## config.mk

```make
export PLATFORM = sky130hd
export DESIGN_NAME = line_drawer_arbiter
export DESIGN_NICKNAME = d
export VERILOG_FILES = /design/src/rtl/line_drawer_arbiter.sv
export SDC_FILE = /design/constraint.sdc
export NUM_CORES = 1
export LEC_CHECK = 0
export BUFFER_PORTS_ARGS = -buffer_cell sky130_fd_sc_hd__buf_4
export CAP_MARGIN = 30
export CORE_AREA = 4 4 115 117
export CTS_CLUSTER_SIZE = 20
export DETAILED_ROUTE_END_ITERATION = 10
export DIE_AREA = 0 0 119 121
export PLACE_DENSITY = 0.6
export SETUP_SLACK_MARGIN = 0.4
export SYNTH_ARGS = -nofsm -noshare
export SYNTH_HDL_FRONTEND = slang
export SYNTH_SLANG_ARGS = --single-unit
export TNS_END_PERCENT = 30
```

## constraint.sdc

```tcl
create_clock -name clk -period 2.8 [get_ports clk]
set_input_delay 0.14 -clock clk [delete_from_list [all_inputs] [get_ports clk]]
set_output_delay 0.14 -clock clk [all_outputs]
set_load 0.02 [all_outputs]
```

## src/rtl/line_drawer_arbiter.sv

```systemverilog
// line_drawer_arbiter: shares one line drawer between NUM_REQ segment
// requesters. Each requester owns a pending bit and a coordinate latch; the
// FSM picks pending slots round-robin and hands the segment to the drawer.
module line_drawer_arbiter #(
   parameter int HOR_ACTIVE_PIXELS = 640,
   parameter int VER_ACTIVE_PIXELS = 480,
   parameter int NUM_REQ           = 2,
   localparam int X_WIDTH = $clog2(HOR_ACTIVE_PIXELS),
   localparam int Y_WIDTH = $clog2(VER_ACTIVE_PIXELS),
   localparam int G_WIDTH = $clog2(NUM_REQ)
) (
   input  logic                         clk,
   input  logic                         rst,
   input  logic [NUM_REQ*X_WIDTH-1:0]   req_x1,
   input  logic [NUM_REQ*Y_WIDTH-1:0]   req_y1,
   input  logic [NUM_REQ*X_WIDTH-1:0]   req_x2,
   input  logic [NUM_REQ*Y_WIDTH-1:0]   req_y2,
   input  logic [NUM_REQ-1:0]           req_start,
   output logic [NUM_REQ-1:0]           req_ready,
   output logic [X_WIDTH-1:0]           x1,
   output logic [Y_WIDTH-1:0]           y1,
   output logic [X_WIDTH-1:0]           x2,
   output logic [Y_WIDTH-1:0]           y2,
   output logic                         line_drawer_start,
   input  logic                         line_drawer_ready,
   output logic [G_WIDTH-1:0]           grant,
   output logic                         busy
);

   typedef enum logic [1:0] {IDLE, WAIT1, WAIT2} state_t;

   state_t               state_q;
   logic [X_WIDTH-1:0]   x1_q, x2_q;
   logic [Y_WIDTH-1:0]   y1_q, y2_q;
   logic                 start_q;
   logic [G_WIDTH-1:0]   grant_q;
   logic [G_WIDTH-1:0]   last_grant_q;

   logic [X_WIDTH-1:0]   slot_x1_q [NUM_REQ];
   logic [Y_WIDTH-1:0]   slot_y1_q [NUM_REQ];
   logic [X_WIDTH-1:0]   slot_x2_q [NUM_REQ];
   logic [Y_WIDTH-1:0]   slot_y2_q [NUM_REQ];
   logic                 pending_q [NUM_REQ];
   logic                 ready_q   [NUM_REQ];

   logic [NUM_REQ-1:0]   pending_vec;
   logic                 complete_d;
   logic [G_WIDTH-1:0]   winner_d;
   int                   idx;

   // The granted segment finishes when the drawer reports ready in WAIT2.
   assign complete_d = (state_q == WAIT2) && line_drawer_ready;

   genvar gi;
   generate
      for (gi = 0; gi < NUM_REQ; gi++) begin : g_slot
         assign pending_vec[gi] = pending_q[gi];
         assign req_ready[gi]   = ready_q[gi];

         // Slot capture on an accepted strobe; release when its line completes.
         always_ff @(posedge clk) begin
            if (rst) begin
               pending_q[gi] <= 1'b0;
               ready_q[gi]   <= 1'b1;
            end else if (req_start[gi] && ready_q[gi]) begin
               slot_x1_q[gi] <= req_x1[gi*X_WIDTH +: X_WIDTH];
               slot_y1_q[gi] <= req_y1[gi*Y_WIDTH +: Y_WIDTH];
               slot_x2_q[gi] <= req_x2[gi*X_WIDTH +: X_WIDTH];
               slot_y2_q[gi] <= req_y2[gi*Y_WIDTH +: Y_WIDTH];
               pending_q[gi] <= 1'b1;
               ready_q[gi]   <= 1'b0;
            end else if (complete_d && (grant_q == G_WIDTH'(gi))) begin
               pending_q[gi] <= 1'b0;
               ready_q[gi]   <= 1'b1;
            end
         end
      end
   endgenerate

   // Round-robin pick: nearest pending slot after last_grant. Scanning from the
   // farthest offset down lets the closest candidate overwrite the others.
   always_comb begin
      winner_d = last_grant_q;
      idx      = 0;
      for (int k = NUM_REQ; k >= 1; k--) begin
         idx = (int'(last_grant_q) + k) % NUM_REQ;
         if (pending_vec[G_WIDTH'(idx)]) begin
            winner_d = G_WIDTH'(idx);
         end
      end
   end

   // Issue/wait FSM with registered drawer-side outputs.
   always_ff @(posedge clk) begin
      if (rst) begin
         state_q      <= IDLE;
         x1_q         <= '0;
         y1_q         <= '0;
         x2_q         <= '0;
         y2_q         <= '0;
         start_q      <= 1'b0;
         grant_q      <= '0;
         last_grant_q <= G_WIDTH'(NUM_REQ - 1);
      end else begin
         case (state_q)
            IDLE: begin
               if ((|pending_vec) && line_drawer_ready) begin
                  x1_q    <= slot_x1_q[winner_d];
                  y1_q    <= slot_y1_q[winner_d];
                  x2_q    <= slot_x2_q[winner_d];
                  y2_q    <= slot_y2_q[winner_d];
                  start_q <= 1'b1;
                  grant_q <= winner_d;
                  state_q <= WAIT1;
               end
            end
            WAIT1: begin
               // Drawer ready is ignored here to ride over its one-cycle drop.
               start_q <= 1'b0;
               state_q <= WAIT2;
            end
            WAIT2: begin
               if (line_drawer_ready) begin
                  last_grant_q <= grant_q;
                  state_q      <= IDLE;
               end
            end
            default: begin
               start_q <= 1'b0;
               state_q <= IDLE;
            end
         endcase
      end
   end

   assign x1                = x1_q;
   assign y1                = y1_q;
   assign x2                = x2_q;
   assign y2                = y2_q;
   assign line_drawer_start = start_q;
   assign grant             = grant_q;
   assign busy              = (state_q != IDLE);

endmodule
```

== Yosys cells after proc, flatten, opt, wreduce, memory -nomap -nowiden ==
Memories as Yosys holds them, arrays and structs flattened. A register that Yosys moved wholly into a read port is not among the register bits.
Index checks and enable logic that the tools add are counted.
Storage, ports and cells
  bits in registers: 5
  bits in writable memories: 80
  bits of input ports: 81
  word-level logic and storage cells: 76
  output and inout port bits: 43
  memories kept: 6
Cells by class
  bitwise operators: 10
  reductions and logical operators: 13
  eq/ne operators: 4
  magnitude comparators: 2
  mux-type cells: 35
  add/subtract/negate cells: 2
Memory list
  slot_x1_q: words 2, width 10, rd ports 1, clocked after memory_dff 1, write ports 2, line 39  | logic [X_WIDTH-1:0] slot_x1_q [NUM_REQ];
  slot_x2_q: words 2, width 10, rd ports 1, clocked after memory_dff 1, write ports 2, line 41  | logic [X_WIDTH-1:0] slot_x2_q [NUM_REQ];
  slot_y1_q: words 2, width 9, rd ports 1, clocked after memory_dff 1, write ports 2, line 40  | logic [Y_WIDTH-1:0] slot_y1_q [NUM_REQ];
  slot_y2_q: words 2, width 9, rd ports 1, clocked after memory_dff 1, write ports 2, line 42  | logic [Y_WIDTH-1:0] slot_y2_q [NUM_REQ];
  pending_q: words 2, width 1, rd ports 2, clocked after memory_dff 0, write ports 2, line 43  | logic pending_q [NUM_REQ];
  ready_q: words 2, width 1, rd ports 2, clocked after memory_dff 0, write ports 2, line 44  | logic ready_q [NUM_REQ];
Operators by type and width (number)
  2-to-1 mux 1 bit: 31
  bitwise OR 1 bit: 8
  AND reduction 2 bit: 4
  logical AND 1 bit: 6
  less-than comparator 1 x 3 -> 1 bit (second input constant): 2
  case mux 2 bit (3 select lines): 1
  2-to-1 mux 2 bit: 2
  inequality test 2 bit (second input constant): 2
  adder 1 bit (second input constant): 2
  equality test 2 x 1 -> 1 bit (second input constant): 1
  equality test 2 bit (second input constant): 1
  logical NOT 2 bit: 1
  NOT 1 bit: 2
  case mux 1 bit (2 select lines): 1
  nonzero test 2 bit: 1
  OR reduction 2 bit: 1

== Longest topological paths before layout ==
  depth after elaboration: 8
  mapped depth: 6
  gate-level depth less buffers: 3

== Worst setup path after synthesis ==
Ideal clock, no wire load.
  path kind: register -> register
  start point: memory ready_q[1]
  end point: memory slot_x1_q[1][0] (netlist bit) (enable)
  stages on the path, launching flop included: 3
  setup slack: 320 ps
  path buffers: 0
  required time: 2365 ps
  setup time: 435 ps
  arrival: 2045 ps
  cells stage by stage: dfxtp_1 > nand2_1 > nor2_1
RTL lines (line)
  start, declared: 44
  end, declared: 39

==> out/results.ini <==
[run_status]
status=completed

[floorplanning]
die_area_um2=14400
row_count=41
num_io_pins=124
initial_core_util_pct=36.0
die_w_um=119
die_y_um=121
core_um2=12400

[route]
vias_per_cell=4.83
wl_per_cell_um=16.1
drc=0
ant_nets=0
routed_wl_um=11600
dr_total_vias=3477
dr.pass1.iters=4
drtIter0Drc=179

[timing]
period_share_pct=64.3
drv_slew=0
tightest_slew_ns=0.695
finalHoldViolCount=0
finalSetupViolCount=0
tns_ns=0
fmax_mhz=555
rsz0062_at_grt=no
maxSlewHeadroom_pct=53.6
finalCriticalPeriod_ns=1.80
clock_skew_ns=0.0125

[worst_hold_path]
min_to=state_q[1]
min_path_type=input pin to register
worstHoldStart=line_drawer_ready
worstHoldPathCells=4

[final_layout]
diodes=0
multi_input_area_um2=1080
area_growth_pct=54.4
drive_above_1_share_pct=33.2
final_nets=616
seqCellArea_um2=3250
final_cells=720
fillers=1015

[logic_synthesis]
syn_inst=336
avgSynthCellArea_um2=13.2
synth_area_leaders=edfxtp_1, dfxtp_1, nand2_1
ys_warn_count=0
syn-cell-area_um2=4450
yosys.area.top_type=edfxtp_1
yosysSeqAreaShare_pct=73.2
synth_seq_cells=123
synthesis.nets=417
synthDominantCellAreaShare_pct=53.3
ys_types=25

[clocking]
htreeDepth=4
clockRootBuffer=clkbuf_16
cts_made_buffers=17
clk_pin_slew_ns=0.06
clock_latency_ns=0.41
cts_tree=built
cts_setup_buffers=0
clockBufferDepth=2
post_cts_resized=0
postCtsHoldBufs=76
clock_sinks=123

[critical_path]
cp-end-kind=register
critPathMaxStageDelay_ns=0.58
reg2reg_from=pending_q[0]
reg2reg_slack_ns=1.0
arrival_ns=2.06
cp_max_fo=39
start_kind=register
cp_cell_sequence=or2_2 > and3_4 > a311oi_2
critical_path_class=register to register
r2r-end=y2[5]
crit_slowest_cell=and3_4
crit_required_ns=3.05
worst-r2r-cell-count=3

[global_route]
use_met3_pct=4.62
antenna_found_initial=0
grt_pass1_vias=3650
grt_pass1_wl_um=18300
met2_usage_pct=29.1
grt_max_degree=48
grt.total_usage_pct=16.7
grt_busiest_layer=met2
use_met1_pct=18.9
grt-ovfl-total=0

[job]
maxCapViolCount=0

[power]
peakVddDrop_mv=0.411
power_density_nw_per_um2=697
power.total_mw=4.78
power_leakage_nw=2.68

[placed_design]
place.gp.congestion=0.753
dp_hpwl_um=7410
io_buffers=123
dp_cells=612

==> area by class of cell <==
cell class	count	area share, %
sequential	123	47.4
timing repair buffer	208	25.7
multi-input combinational	181	15.7
clock buffer	17	6.19
tap	172	3.13
clock inverter	15	1.68
inverter	4	0.219
==> routing by layer <==
metal,part of all wire [%],up-vias
li1,-,1640
met1,40,1702
met2,53,108
met3,4.5,27
met4,2.9,0
met5,0,-
==> per-stage QoR <==
step	setup WS, ns	hold WS (ns)	cell area [um^2]	util, %
after CTS	0.954	0.0588	6870	55.6
after detailed placement	0.979	0.319	5570	45.0
final	0.998	0.0811	6870	55.6
after global placement	1.01	0.319	5570	45.0
after global routing	0.805	0.0812	6870	55.6
after floorplan	0.960	0.239	4450	-
==> critical path: cells and delay by family, from the launching register on <==
| kind | cells | cell delay [ns] |
|---|---|---|
| flops | 1 | 0.49 |
| compound gates | 1 | 0.18 |
| simple gates | 2 | 0.94 |
==> sequential cells by signal (all words and copies together), names as in the netlist <==
| signal | cells |
|---|---|
| ready_q | 2 |
| x1 | 10 |
| slot_y1_q | 18 |
| x2 | 10 |
| pending_q | 2 |
| grant | 1 |
| slot_x2_q | 20 |
| line_drawer_start | 1 |
| state_q | 2 |
| y1 | 9 |
| last_grant_q | 1 |
| slot_x1_q | 20 |
| y2 | 9 |
| slot_y2_q | 18 |
==> synthesized netlist by cell type <==
library cell and n:
a211oi_1 1, a21oi_1 43, a311oi_1 28, a311oi_2 10, a31oi_1 1, and3_4 1, buf_2 6, buf_4 3
buf_6 2, clkbuf_1 17, dfxtp_1 44, edfxtp_1 79, inv_1 4, nand2_1 82, nand2b_1 1, nand3b_1 1
nor2_1 4, nor2b_1 1, nor3b_1 1, nor3b_2 1, o21ai_0 1, or2_1 1, or2_2 2, xnor2_1 1
xor2_1 1
==> power breakdown <==
group          switching [mW]  internal (mW)
sequential             0.0615           2.06
combinational           0.366          0.326
clock                   0.833           1.14
total                    1.26           3.52
==> placed cells by master, fill, tap and decap left out, drive strengths merged <==
cell         Yosys  layout
buf             11     132
nand2           82      82
edfxtp          79      79
dlygate4sd3      0      76
dfxtp           44      44
a21oi           43      43
a311oi          38      38
clkbuf          17      17
inv              4       9
clkinv           0       7
nor2             4       4
or2              3       3
clkinvlp         0       3
nor3b            2       2
nor2b            1       1
a31oi            1       1
nand3b           1       1
o21ai            1       1
and3             1       1
xnor2            1       1
xor2             1       1
nand2b           1       1
a211oi           1       1
==> kinds of logic (layout without fill, tap and decap cells) <==
| group | Yosys count | in the layout | share of synthesized area [%] |
|---|---|---|---|
| xor+xnor | 2 | 2 | 0.394 |
| flops | 123 | 123 | 73.2 |
| compound gates | 84 | 84 | 14.2 |
| buf+inv | 32 | 244 | 3.46 |
| simple gates | 95 | 95 | 8.84 |
==> how the worst max path moves through the flow <==
stage / startpoint / endpoint / slack (ns) / depth (start not counted)
5_1_grt: pending_q[0] / x2[7] / 0.80 / 4
6_report: pending_q[0] / y2[5] / 1.0 / 3
2_1_floorplan: ready_q[1] / slot_x1_q[1][0] / 0.96 / 2
3_3_place_gp: pending_q[0] / y2[0] / 1.01 / 4
3_5_place_dp: pending_q[0] / x1[6] / 0.98 / 4
4_1_cts: pending_q[0] / y1[0] / 0.95 / 4
No activity file was read; power rests on OpenSTA's default activity.
